$ cat src/rtl/hazard_stall_unit.sv
// rtl/hazard_stall_unit.sv - WISC 5-stage pipeline hazard detection, stall/bubble/freeze control and stall bookkeeping
module hazard_stall_unit #(
    parameter int TIMEOUT = 255,
    parameter int CNT_W   = 16
) (
    input  logic             clk,
    input  logic             rst,
    input  logic [3:0]       IFID_Rs,
    input  logic [3:0]       IFID_Rt,
    input  logic             IFID_UsesRs,
    input  logic             IFID_UsesRt,
    input  logic             IFID_MemWrite,
    input  logic             IFID_IsBR,
    input  logic             IFID_IsCondBr,
    input  logic             IDEX_MemRead,
    input  logic             IDEX_RegWrite,
    input  logic             IDEX_SetsFlags,
    input  logic [3:0]       IDEX_Rd,
    input  logic             EXMem_MemRead,
    input  logic [3:0]       EXMem_Rd,
    input  logic             BranchTaken,
    input  logic             DMem_Busy,
    output logic             PC_Write,
    output logic             IFID_Write,
    output logic             IFID_Flush,
    output logic             IDEX_Bubble,
    output logic             Pipe_Freeze,
    output logic [1:0]       StallCause,
    output logic [CNT_W-1:0] StallCount,
    output logic             MemTimeout
);

    typedef enum logic [1:0] {
        RUN    = 2'b00,
        DSTALL = 2'b01,
        FSTALL = 2'b10,
        MWAIT  = 2'b11
    } state_t;

    localparam logic [7:0] BusyLimit = 8'(TIMEOUT);

    state_t           state;
    state_t           nextState;
    logic             idexRdLive;
    logic             exmemRdLive;
    logic             rsLoadMatch;
    logic             rtLoadMatch;
    logic             loadUse;
    logic             brHazard;
    logic             flagHazard;
    logic             dataHazard;
    logic [7:0]       busyCnt;
    logic [7:0]       busyCntNext;
    logic [CNT_W-1:0] stallCnt;
    logic             memTimeoutQ;

    // R0 is hardwired zero, so a write to it can never be a true dependency
    assign idexRdLive  = (IDEX_Rd != 4'd0);
    assign exmemRdLive = (EXMem_Rd != 4'd0);

    // Store data (Rt of SW) is forwarded MEM-to-MEM, so it alone never stalls
    assign rsLoadMatch = IFID_UsesRs & (IDEX_Rd == IFID_Rs);
    assign rtLoadMatch = IFID_UsesRt & (IDEX_Rd == IFID_Rt) & ~IFID_MemWrite;
    assign loadUse     = IDEX_MemRead & idexRdLive & (rsLoadMatch | rtLoadMatch);

    // BR reads Rs in ID, before any EX forwarding path can supply it
    assign brHazard = IFID_IsBR &
                      ((IDEX_RegWrite & idexRdLive & (IDEX_Rd == IFID_Rs)) |
                       (EXMem_MemRead & exmemRdLive & (EXMem_Rd == IFID_Rs)));

    assign flagHazard = IFID_IsCondBr & IDEX_SetsFlags;
    assign dataHazard = loadUse | brHazard;

    always_ff @(posedge clk or posedge rst) begin
        if (rst) begin
            state <= RUN;
        end else begin
            state <= nextState;
        end
    end

    always_comb begin
        nextState = RUN;
        if (DMem_Busy) begin
            nextState = MWAIT;
        end else if (dataHazard) begin
            nextState = DSTALL;
        end else if (flagHazard) begin
            nextState = FSTALL;
        end
    end

    // Same priority as the state decode, but driven straight from the inputs
    always_comb begin
        PC_Write    = 1'b1;
        IFID_Write  = 1'b1;
        IFID_Flush  = 1'b0;
        IDEX_Bubble = 1'b0;
        Pipe_Freeze = 1'b0;
        if (DMem_Busy) begin
            PC_Write    = 1'b0;
            IFID_Write  = 1'b0;
            Pipe_Freeze = 1'b1;
        end else if (dataHazard || flagHazard) begin
            PC_Write    = 1'b0;
            IFID_Write  = 1'b0;
            IDEX_Bubble = 1'b1;
        end else begin
            IFID_Flush  = BranchTaken;
        end
    end

    always_ff @(posedge clk or posedge rst) begin
        if (rst) begin
            stallCnt <= '0;
        end else if (!PC_Write && (stallCnt != {CNT_W{1'b1}})) begin
            stallCnt <= stallCnt + 1'b1;
        end
    end

    // Busy run length saturates so a very long wait cannot wrap back below the limit
    assign busyCntNext = (busyCnt == 8'hFF) ? 8'hFF : busyCnt + 8'd1;

    always_ff @(posedge clk or posedge rst) begin
        if (rst) begin
            busyCnt     <= 8'd0;
            memTimeoutQ <= 1'b0;
        end else if (DMem_Busy) begin
            busyCnt <= busyCntNext;
            if (busyCntNext >= BusyLimit) begin
                memTimeoutQ <= 1'b1;
            end
        end else begin
            busyCnt <= 8'd0;
        end
    end

    assign StallCause = state;
    assign StallCount = stallCnt;
    assign MemTimeout = memTimeoutQ;

endmodule

$ cat config.mk
export PLATFORM = sky130hd
export DESIGN_NAME = hazard_stall_unit
export DESIGN_NICKNAME = d
export VERILOG_FILES = /design/src/rtl/hazard_stall_unit.sv
export SDC_FILE = /design/constraint.sdc
export NUM_CORES = 1
export LEC_CHECK = 0
export BUFFER_PORTS_ARGS = -buffer_cell sky130_fd_sc_hd__buf_2
export CAP_MARGIN = 20
export CORE_MARGIN = 4
export CORE_UTILIZATION = 49
export DETAILED_ROUTE_END_ITERATION = 10
export PLACE_DENSITY = 0.78
export SLEW_MARGIN = 20
export SYNTH_ARGS = -nofsm -noshare
export SYNTH_HDL_FRONTEND = slang
export SYNTH_SLANG_ARGS = --single-unit
export TNS_END_PERCENT = 10
$ cat constraint.sdc
create_clock -name clk -period 2 [get_ports clk]
set_input_delay 0.4 -clock clk [delete_from_list [all_inputs] [get_ports clk]]
set_output_delay 0.4 -clock clk [all_outputs]
set_load 0.01 [all_outputs]
# Word level (Yosys, flattened, before mapping)
# Index checks and enable logic that the tools add are counted.
# op_classes
add_sub_neg	2
magnitude_cmp	1
n_eq_ne	5
muxes	12
bitwise	15
reduce_logical	6
# ops
cell	count
$add A16 B1 Y16 const B	1
$mux W8	2
$ne A16 B16 Y1 const B	1
$eq A4 B4 Y1	3
$and A1 B1 Y1	11
$add A8 B1 Y8 const B	1
$eq A8 B8 Y1 const B	1
$ge A8 B8 Y1 const B	1
$reduce_bool A4 Y1	2
$mux W1	7
$mux W2	3
$or A1 B1 Y1	3
$reduce_and A2 Y1	1
$logic_and A1 B1 Y1	1
$logic_not A1 Y1	1
$logic_or A1 B1 Y1	1
$not A1 Y1	1
# totals
register_bits	27
inputBits	29
out_inout_bits	24
wordCells	45

# Longest topological paths before layout
# Gate-level depths: netlist (run 1).
# depth
ltp_word	11
mapped_depth	7
mapped_depth_nobuf	6

# Least setup slack after synthesis (run 1)
# OpenSTA, ideal clock, no wires.
# synth_path
path_type	input-to-output
startpoint	input port IDEX_Rd[0]
endpoint	output port PC_Write
t_arrival_ns	1.473
required_ns	1.600
path_slack_ns	0.127
stages	7
n_path_buf	2
path_cell_list	nor4_1 nor3_1 a221oi_2 nand2_2 buf_6 inv_2 buf_4
# synth_via
elab_chain_cells	9
word_cells_on_any_way	17
cone_classes	2 x eq/ne; 2 x mux; 11 x bitwise; 2 x reduce/logical
# synth_lines
item	line_no	text
start: declaration	18	input logic [3:0] IDEX_Rd,
$eq A4 B4 Y1 or $reduce_bool A4 Y1 (tied branches)	63, 58	
$and A1 B1 Y1, on equally long branches (2 in a row)	63, 68	
$or A1 B1 Y1, on equally long branches	64, 68	
$and A1 B1 Y1, on equally long branches	64, 67	
$or A1 B1 Y1 (*)	72	assign dataHazard = loadUse | brHazard;
$logic_or A1 B1 Y1 (*)	104	end else if (dataHazard || flagHazard) begin
$mux W1 (*) (2 in a row)	--	
end: declaration	23	output logic PC_Write,
# Every way passes the cells marked *; elsewhere a longest branch is shown, timed or not.

# Worst setup path after layout (run 1)
# layout_path
startpoint	input port IDEX_Rd[0]
endpoint	output port IFID_Flush
# layout_via
elab_chain_cells	9
word_cells_on_any_way	17
cone_classes	2 x eq/ne; 2 x mux; 11 x bitwise; 2 x reduce/logical
# layout_lines
item	line_no	text
$eq A4 B4 Y1 or $reduce_bool A4 Y1 (tied branches)	63, 58	
$and A1 B1 Y1, on equally long branches (2 in a row)	63, 68	
$or A1 B1 Y1, on equally long branches	64, 68	
$and A1 B1 Y1, on equally long branches	64, 67	
$or A1 B1 Y1 (*)	72	
$logic_or A1 B1 Y1 (*)	104	
$mux W1 (*)	104	
$mux W1 (*)	100	if (DMem_Busy) begin
end: declaration	25	output logic IFID_Flush,
# Marks and branches as above.

==> run metrics, run 1 <==
commonest non-fill, non-tap cell in the layout=buf_2; Setup crit end kind=primary output; Nets=244; outcome=finished clean; clock root buffer=clkbuf_4; Crit-path slowest cell=a221oi_2; Synth Warn #=0; Setup violations, final=0; Vias/cell=5.425; vias in the first global route=1372; Critical Path, Cell by Cell=buf_2 -> nor4_1 -> nor3_1 -> a221oi_2 -> and3_1 -> buf_2; total global routing overflow=0; syn nets=185; Lkg Pwr=0.0009520 µW; first-pass GRT wire length=5.775 mm; Worst R2R Start=StallCount[2]; CP dominant cell by count=buf_2; Synth Area in XOR/XNOR=15.49%; GR peak layer=met2; CTS tree=built; largest family of logic cells by synthesized area=simple AND/OR/NAND/NOR gates; Cell Area, Synth=1526 µm²; Non-Filler Instances=254; HPWL after DPL=2.628 mm; Num CTS Buffers=3; total of max-cap violations=0; most frequent cells in the layout=buf_2 (52), dfrtp_1 (27), xnor2_1 (14); initial antenna violation count=0; n_diodes=0; ratio of cells with drive above 1 in the final layout=32.55%; num ports=53; most area-consuming cells after synthesis=dfrtp_1 (44%), xnor2_1 (8.0%), xor2_1 (7.5%); met2 Use GR=28.52%; crit share post-route=94.52%; number of synthesized register bits=27; routed wire length=3.260 mm; RSZ-0062 raised after global routing=false; drt first pass iters=4; synth unique cells=40; cell count after synthesis=154; Worst-path clk slew=0.16 ns; count of pins over their slew limit=0; number of port buffers=52; die area=4072 µm²; Worst EP arrival=1.49 ns; TNS Setup=0 ns; power per cell area=703.0 nW/µm²; clock power share=18.8%; CP max stage delay=0.28 ns; H-tree levels=1; Worst slew margin=78.10%; type of the worst min-delay path=in2async; largest net degree at the start of global routing=28; worst skew pair latency=0.32 ns; crit start category=primary input; M3 GR Usage=3.853%; Yosys top cell area share=44.26%; worst slew pin tran=0.3284 ns; Post-Synth Simple-Gate Area=24.51%; clk buf depth=2; storage element area=675.6 µm²; P&R area growth vs syn=23.61%; multi-input logic area=810.8 µm²; RePlAce Congestion=0.8770; Layout Skew=0.01036 ns; sw frac=33.13%; Synth Area per Inst=9.912 µm²; met1 GRT Util=21.77%; Die Span Y=63.82 µm; GRT Total Usage=17.00%; switching pwr=439.4 µW; number of remaining DRC errors=0; placed insts=249; post-synthesis mux area share=1.393%; critical path class=in2out; Die X=63.82 µm; Starting Density=53.07%; Peak VDD IR=681.7 µV; Pint=887.0 µW; Routed WL per cell=12.83 µm; combinational power share=27.8%; Adder-Cell Fraction of Synth Area=1.639%; # rows=19; hold buffer count at CTS=0; sequential share of the synthesized area=44.26%; cell taking the most area after synthesis=dfrtp_1; Fillers=232; Final Hold Fails=0; initial DRC count=58; Synth Area in Compound Gates=9.754%; via count=1378; CP Max Fanout=4; Core Region=2877 µm²; fin crit period=1.890 ns; Critical Path Source=IDEX_Rd[0]; CP Data Required Time=1.60 ns; Flop pwr share=53.4%; ANT nets after route=0; CTS sink count=27; Peak Freq=0.5290 GHz
==> timing repair <==
item,in CTS,in global routing
gates resized for setup,0,1
setup buffers,0,1
setup endpoints to repair,0,1
==> per-layer routing <==
metal	wire length [µm]	up-vias
met4	42	0
met5	0	-
li1	-	670
met3	186	4
met1	1419	657
met2	1611	47
==> power by group through the flow <==
stage | logic [µW] | registers, µW | clock network (µW)
2_1_floorplan | 191 | 738 | 0
3_3_place_gp | 361 | 713 | 0
3_5_place_dp | 374 | 716 | 0
4_1_cts | 372 | 709 | 262
5_1_grt | 413 | 729 | 287
6_report | 368 | 708 | 250
==> registers in the layout (all words and copies together), names as in the netlist <==
name / count
MemTimeout: 1
busyCnt: 8
StallCause: 2
StallCount: 16
==> layout make-up <==
cell class / instances / share of cell area (%)
tap: 42 / 2.785
clock inverter: 1 / 0.4642
sequential: 27 / 35.81
inverter: 5 / 0.9947
multi-input combinational: 119 / 42.97
timing repair buffer: 57 / 15.78
clock buffer: 3 / 1.194
==> worst paths after layout <==
path                            depth (start not counted)  slack [ns]       endpoint
worst max-delay path                                    6        0.11     IFID_Flush
worst max register to register                          6        0.38  StallCount[1]
max in group asynchronous                               3        1.64  StallCount[6]
worst min register to register                          1        0.49     MemTimeout
min in group clk                                        3        0.35  StallCause[1]
worst min-delay path                                    3        0.10  StallCount[4]
==> cell usage after synthesis, drive strengths merged <==
library cell and n:
xnor2 14, ha 2, clkinv 1, mux2i 1, nand4b 1, a311oi 1
a32oi 1, nor2 5, nor4 2, a31oi 2, dfrtp 27, inv 4
a22oi 1, nand4 7, o31ai 1, or2 3, a41oi 1, buf 3
a41o 1, o21ai 3, nor2b 2, and4 1, a221oi 1, and2 2
xor2 13, nand3 13, nand2 12, a211oi 1, a21oi 8, nor3 5
and3 13, nand3b 1, mux2 1
==> cells by family (layout without fill, tap and decap cells) <==
family,Yosys count,count (layout)
AOI/OAI and AO/OA,21,21
xor gates and xnor gates,27,27
adders and majority gates,2,2
buffers and inverters,8,66
DFF,27,27
muxes,2,2
and+or+nand+nor,67,67
==> per-stage QoR <==
stage | util [%] | total power [µW] | worst slack (ns) | cell area (µm²) | hold slack [ns]
finish | 65.59 | 1326 | 0.1096 | 1887 | 0.1016
global route | 65.59 | 1428 | 0.02380 | 1887 | 0.1290
CTS | 65.16 | 1342 | 0.09602 | 1874 | 0.1094
detailed placement | 64.07 | 1090 | 0.1012 | 1843 | 0.4533
global placement | 64.07 | 1074 | 0.1158 | 1843 | 0.4505
floorplan | - | 928.7 | 0.1273 | 1526 | 0.4527
==> worst max-delay path: cells and delay by family <==
| kind | cells | cell delay [ns] |
|---|---|---|
| and+or+nand+nor | 3 | 0.57 |
| AOI/OAI and AO/OA | 1 | 0.28 |
| buffers and inverters | 2 | 0.24 |
Power figures use the tool's default switching activity.
==> inputs of run 2 (changes only) <==
--- a/config.mk
+++ b/config.mk
@@ -5,12 +5,14 @@
 export SDC_FILE = /design/constraint.sdc
 export NUM_CORES = 1
 export LEC_CHECK = 0
+export ABC_AREA = 1
 export BUFFER_PORTS_ARGS = -buffer_cell sky130_fd_sc_hd__buf_2
 export CAP_MARGIN = 20
 export CORE_MARGIN = 4
-export CORE_UTILIZATION = 49
+export CORE_UTILIZATION = 47
 export DETAILED_ROUTE_END_ITERATION = 10
-export PLACE_DENSITY = 0.78
+export PLACE_DENSITY = 0.76
+export SKIP_LAST_GASP = 1
 export SLEW_MARGIN = 20
 export SYNTH_ARGS = -nofsm -noshare
 export SYNTH_HDL_FRONTEND = slang
==> constraint.sdc (replaced) <==
create_clock -name clk -period 1.7 [get_ports clk]
set_input_delay 0.34 -clock clk [delete_from_list [all_inputs] [get_ports clk]]
set_output_delay 0.34 -clock clk [all_outputs]
set_load 0.01 [all_outputs]
==> run metrics, run 2 <==
total of max-cap violations=0 (unchanged); Synth Area per Inst=7.040 µm² (-29%); clk buf depth=2 (unchanged); fin crit period=1.670 ns; clock power share=21.6% (+2.8 points); most frequent cells in the layout=nand2_1 (90), buf_2 (42), nand3_1 (28); most area-consuming cells after synthesis=dfrtp_1 (35%), nand2_1 (19%), nand3_1 (7.6%); routed wire length=4.400 mm (+35%); Pwr Total=1722 µW (+30%); total global routing overflow=0 (unchanged); commonest non-fill, non-tap cell in the layout=nand2_1; CP dominant cell by count=buf_2; RSZ-0062 raised after global routing=true; Yosys top cell area share=35.16% (-9.1 points); Critical Path, Cell by Cell=buf_2 -> inv_1 -> o21ai_1 -> nor2_1 -> nand3_1 -> nand2_1 -> nand2_2 -> nand4_4 -> nor2_2 -> buf_2; number of synthesized register bits=27 (unchanged); synth unique cells=33 (-18%); Die Span Y=71.95 µm (+13%); largest net degree at the start of global routing=28 (unchanged); cell count after synthesis=273 (+77%); max reg flops=16 (unchanged); Layout Skew=0.006482 ns (-0.003874 ns); Num CTS Buffers=3 (unchanged); storage element area=675.6 µm² (unchanged); Setup violations, final=0 (unchanged); sw frac=34.59% (+1.5 points); ANT nets after route=0 (unchanged); multi-input logic area=1070 µm² (+32%); top cells by count, synth=nand2_1 (95), inv_1 (35), nand3_1 (29); FF-to-FF setup slack=0.07 ns (-0.31 ns); Non-Filler Instances=382 (+50%); CTS tree=built; power per cell area=704.3 nW/µm² (+0.18%); # rows=22 (+3); Critical Path Stages=10 (+4); Core Region=3799 µm² (+32%); CTS sink count=27 (unchanged); crit start category=primary input; Worst slew margin=76.19% (-1.9 points); CP Data Required Time=1.36 ns (-0.24 ns); die area=5176 µm² (+27%); H-tree levels=1 (unchanged); count of pins over their slew limit=0 (unchanged); worst skew pair latency=0.28 ns (-0.04 ns); Vias/cell=4.866 (-10%); Lkg Pwr=0.001383 µW (+45%); Worst EP arrival=1.33 ns (-0.16 ns); Worst Reg-to-Reg Cells=7 (+1); n_diodes=0 (unchanged); first-pass GRT wire length=7.217 mm (+25%); Routed WL per cell=11.52 µm (-10%); vias in the first global route=1693 (+23%); CP max stage delay=0.15 ns (-0.13 ns); critical path class=in2out; Final Hold Slack=0.1059 ns (+0.004357 ns); Starting Density=50.59% (-2.5 points); number of port buffers=52 (unchanged); clock root buffer=clkbuf_8; Setup crit end kind=primary output; CP Max Fanout=7 (+3); Flop pwr share=46.9% (-6.5 points); num ports=53 (unchanged); Post-synth EDFFs=0 (unchanged); design area=2445 µm² (+30%); type of the worst min-delay path=in2async; FFs w/ async S/R, synth=100.0% (unchanged); Top FF cell, synth=dfrtp_1; switching pwr=595.6 µW (+36%); Synth Warn #=0 (unchanged); ratio of cells with drive above 1 in the final layout=34.73% (+2.2 points); via count=1859 (+35%); top-count cell post-synth=nand2_1; syn nets=304 (+64%); Die X=71.95 µm (+13%); Worst-path clk slew=0.10 ns (-0.06 ns); Cell Area, Synth=1922 µm² (+26%); worst slew pin tran=0.3572 ns (+0.02872 ns); combinational power share=31.5% (+3.7 points); initial DRC count=50 (-14%); Worst R2R Start=StallCount[0]; placed insts=377 (+51%); number of remaining DRC errors=0 (unchanged); Fillers=345 (+49%); reg2reg end=StallCount[9]; GRT Total Usage=17.17% (+0.17 points); outcome=finished clean; initial antenna violation count=0 (unchanged); sequential share of the synthesized area=35.16% (-9.1 points); Nets=366 (+50%); Peak Freq=0.5988 GHz; RePlAce Congestion=0.9214 (+5.1%); TNS Setup=0 ns (unchanged); P&R area growth vs syn=27.21%; cell taking the most area after synthesis=dfrtp_1; Top delay family on crit path=simple AND/OR/NAND/NOR gates; Final Hold Fails=0 (unchanged); Crit-path slowest cell=nand4_4; Pint=1126 µW (+27%); Placed Area=2280 µm² (+24%); HPWL after DPL=3.384 mm (+29%); drt first pass iters=4 (unchanged); Buf/Inv on CP=3 (+1); Peak VDD IR=361.5 µV (-47%); crit share post-route=98.23%
-- run 2: kinds of logic (layout without fill, tap and decap cells) --
logic type                 after synthesis  count (layout)  synth area share, %
xor gates and xnor gates                12              12                5.469
and+or+nand+nor                        169             169                42.97
AOI/OAI and AO/OA                       12              12                3.515
adders and majority gates                2               2                1.302
DFF                                     27              27                35.16
buffers and inverters                   51             112                11.59
-- run 2: how the worst max path moves through the flow --
stage	start	to
floorplan	EXMem_Rd[0]	PC_Write
global placement	IFID_Rs[0]	IFID_Flush
detailed placement	IFID_Rs[0]	IFID_Flush
CTS	IDEX_Rd[2]	IDEX_Bubble
global route	IFID_Rs[3]	IDEX_Bubble
finish	EXMem_Rd[0]	IFID_Flush
-- run 2: final cells by class --
type                            instances  share of cell area, %
Clock buffer                            3                  1.689
Sequential cell                        27                  27.64
Inverter                               44                  6.858
Clock inverter                          1                 0.2047
Multi-Input combinational cell        195                  43.76
Timing Repair Buffer                   64                  17.40
Tap cell                               48                  2.457
-- run 2: power groups by stage --
stage	combinational [µW]	sequential (µW)	clock, µW
final	542	808	372
after global routing	612	817	405
after CTS	519	806	384
after detailed placement	515	820	0
after global placement	498	812	0
after floorplan	272	843	0
-- run 2: what timing repair did --
item,in CTS,in global routing
endpoints found under the setup margin,2,17
cloned,0,0
gates resized for setup,2,38
setup buffers,0,1
hold buffers,0,0
pin swaps,0,16
-- run 2: stage by stage --
stage | utilization, % | setup slack [ns]
after floorplan | - | 0.07777
after global placement | 60.01 | -0.01713
after detailed placement | 60.01 | -0.02639
after CTS | 61.30 | 0.006596
after global routing | 64.36 | -0.05280
final | 64.36 | 0.03009
-- run 2: worst reg2reg max path, delay by kind of cell, from the launching register on --
kind	cells	cell delay, ns
fa+ha+maj	1	0.25
flops	1	0.39
simple gates	6	0.87
-- run 2: routing by layer --
metal  routed length (µm)  GRT usage, %
met2                 2144         30.00
met3                  258         3.463
met5                    0             0
met4                   53         4.593
met1                 1945         21.55
==> inputs of run 3 (changes only) <==
--- a/config.mk
+++ b/config.mk
@@ -8,12 +8,11 @@
 export ABC_AREA = 1
 export BUFFER_PORTS_ARGS = -buffer_cell sky130_fd_sc_hd__buf_2
 export CAP_MARGIN = 20
-export CORE_MARGIN = 4
 export CORE_UTILIZATION = 47
 export DETAILED_ROUTE_END_ITERATION = 10
 export PLACE_DENSITY = 0.76
 export SKIP_LAST_GASP = 1
-export SLEW_MARGIN = 20
+export SLEW_MARGIN = 30
 export SYNTH_ARGS = -nofsm -noshare
 export SYNTH_HDL_FRONTEND = slang
 export SYNTH_SLANG_ARGS = --single-unit
==> constraint.sdc (replaced) <==
create_clock -name clk -period 1.7 [get_ports clk]
set_input_delay 0.17 -clock clk [delete_from_list [all_inputs] [get_ports clk]]
set_output_delay 0.17 -clock clk [all_outputs]
set_load 0.01 [all_outputs]
==> run metrics, run 3 (synthesis gave the netlist of run 2 again) <==
outcome=finished clean; FF-to-FF setup slack=0.09 ns (+0.02 ns); HP Start=DMem_Busy; fin crit period=1.611 ns (-0.05928 ns); WHS Path Cells=3; num ports=53 (unchanged); Worst slew margin=76.32% (+0.13 points); CTS sink count=27 (unchanged); initial DRC count=84 (+68%); Core Region=3799 µm² (unchanged); Critical Path, Cell by Cell=ha_2 -> nand2_2 -> nor2_2 -> nand3_2 -> inv_2 -> nand3_4 -> buf_6 -> nand3_1 -> nand2_1 -> nor2_1 -> nand4_1 -> nand2_1; initial antenna violation count=0 (unchanged); reg2reg end=MemTimeout; most frequent cells in the layout=nand2_1 (94), buf_2 (52), inv_1 (35); Vias/cell=4.778 (-1.8%); die area=4349 µm² (-16%); Setup violations, final=0 (unchanged); Worst R2R Start=busyCnt[0]; RePlAce Congestion=0.8236 (-11%); critical path class=reg2reg; ANT nets after route=0 (unchanged); Setup crit end kind=register; Worst-path clk slew=0.09 ns (about the same); count of pins over their slew limit=0 (unchanged); Num CTS Buffers=3 (unchanged); Final Util=62.38% (-2.0 points); drt first pass iters=4 (unchanged); crit share post-route=94.74% (-3.5 points); Worst EP arrival=1.83 ns (+0.50 ns); commonest non-fill, non-tap cell in the layout=nand2_1; number of port buffers=52 (unchanged); total of max-cap violations=0 (unchanged); Worst Reg-to-Reg Cells=12 (+5); CP dominant cell by count=nand2_1; Final Hold Fails=0 (unchanged); Routed WL per cell=10.65 µm (-7.5%); type of the worst min-delay path=in2reg; n_diodes=0 (unchanged); routed wire length=4.080 mm (-7.3%); total global routing overflow=0 (unchanged); CP max stage delay=0.40 ns (+0.25 ns); via count=1830 (-1.6%); Worst Hold End=busyCnt[5]; Peak Freq=0.6209 GHz (+3.7%); clock root buffer=clkbuf_8; vias in the first global route=1619 (-4.4%); Peak VDD IR=382.3 µV (+5.7%); first-pass GRT wire length=6.644 mm (-7.9%); Die Span Y=65.95 µm (-8.3%); ratio of cells with drive above 1 in the final layout=29.85% (-4.9 points); max reg flops=16 (unchanged); CP Data Required Time=1.92 ns (+0.56 ns); Die X=65.95 µm (-8.3%); Crit-path slowest cell=dfrtp_1; CP Max Fanout=7 (unchanged); CTS tree=built; GRT Total Usage=19.77% (+2.6 points); number of remaining DRC errors=0 (unchanged); RSZ-0062 raised after global routing=true; Layout Skew=0.002484 ns (-0.003998 ns); Nets=367 (+0.27%); worst slew pin tran=0.3551 ns (-0.002011 ns); H-tree levels=1 (unchanged); worst skew pair latency=0.27 ns (about the same); Critical Path Source=busyCnt[0]; crit start category=register; HPWL after DPL=3.054 mm (-9.8%); clk buf depth=2 (unchanged); # rows=22 (unchanged); power per cell area=704.9 nW/µm² (about the same); Placed Area=2235 µm² (-2.0%); P&R area growth vs syn=23.31%; design area=2370 µm² (-3.1%); Starting Density=50.59% (unchanged); largest net degree at the start of global routing=28 (unchanged); Lkg Pwr=0.001367 µW (-1.2%)
## run 3: cell count changes in the layout (fill, tap and decap cells not counted), moves of 3 or more
cell,change
buf_2,+10
inv_1,+9
inv_2,-8
buf_6,-7
nand2_1,+4
nand2_2,-4
nor2_1,+3
## run 3: layout make-up
cell class / instances / area, µm²
Fill cell: 355 / 1429
Inverter: 44 / 165.2
Clock buffer: 4 / 45.04
Timing Repair Buffer: 65 / 376.6
Sequential cell: 27 / 675.6
Tap cell: 48 / 60.06
Multi-Input combinational cell: 195 / 1047
## run 3: per-stage QoR
step                      total power [µW]  TNS (ns)  worst slack [ns]  hold slack (ns)  cells
after global placement                1280         0            0.1167           0.2508    371
after global routing                  1784  -0.03813          -0.03319           0.1353    383
after CTS                             1657         0           0.04076           0.1335    376
after detailed placement              1289         0           0.05488           0.2434    371
after floorplan                       1114         0            0.1577           0.2227    273
final                                 1670         0           0.08937           0.1398    383
## run 3: worst max path at each step
stage / to / cells after the start / slack (ns)
2_1_floorplan: StallCount[13] / 8 / 0.16
3_3_place_gp: MemTimeout / 11 / 0.12
3_5_place_dp: MemTimeout / 11 / 0.05
4_1_cts: MemTimeout / 11 / 0.04
5_1_grt: MemTimeout / 12 / -0.03
6_report: MemTimeout / 12 / 0.09
## run 3: timing repair
item / in CTS / in global routing
setup buffers: 0 / 7
hold endpoints to repair: 27 / 0
hold buffers: 1 / 0
resized for setup: 0 / 10
setup endpoints to repair: 0 / 13
## run 3: power breakdown
part	switching (µW)	internal (µW)
Sequential	96.1	710
Combinational	270	225
Clock	200	168
## run 3: critical path: cells and delay by family (launching register included)
family,cells,cell delay [ns]
AND/OR/NAND/NOR,9,0.72
buffers and inverters,2,0.24
flip-flops,1,0.40
adder cells (fa/ha/maj),1,0.20
## run 3: metal layers
| metal | track usage, % | share of wire, % |
|---|---|---|
| met4 | 6.383 | 0.96 |
| met2 | 34.82 | 47 |
| met3 | 2.069 | 4.2 |
| met5 | 0 | 0 |
| met1 | 25.11 | 48 |
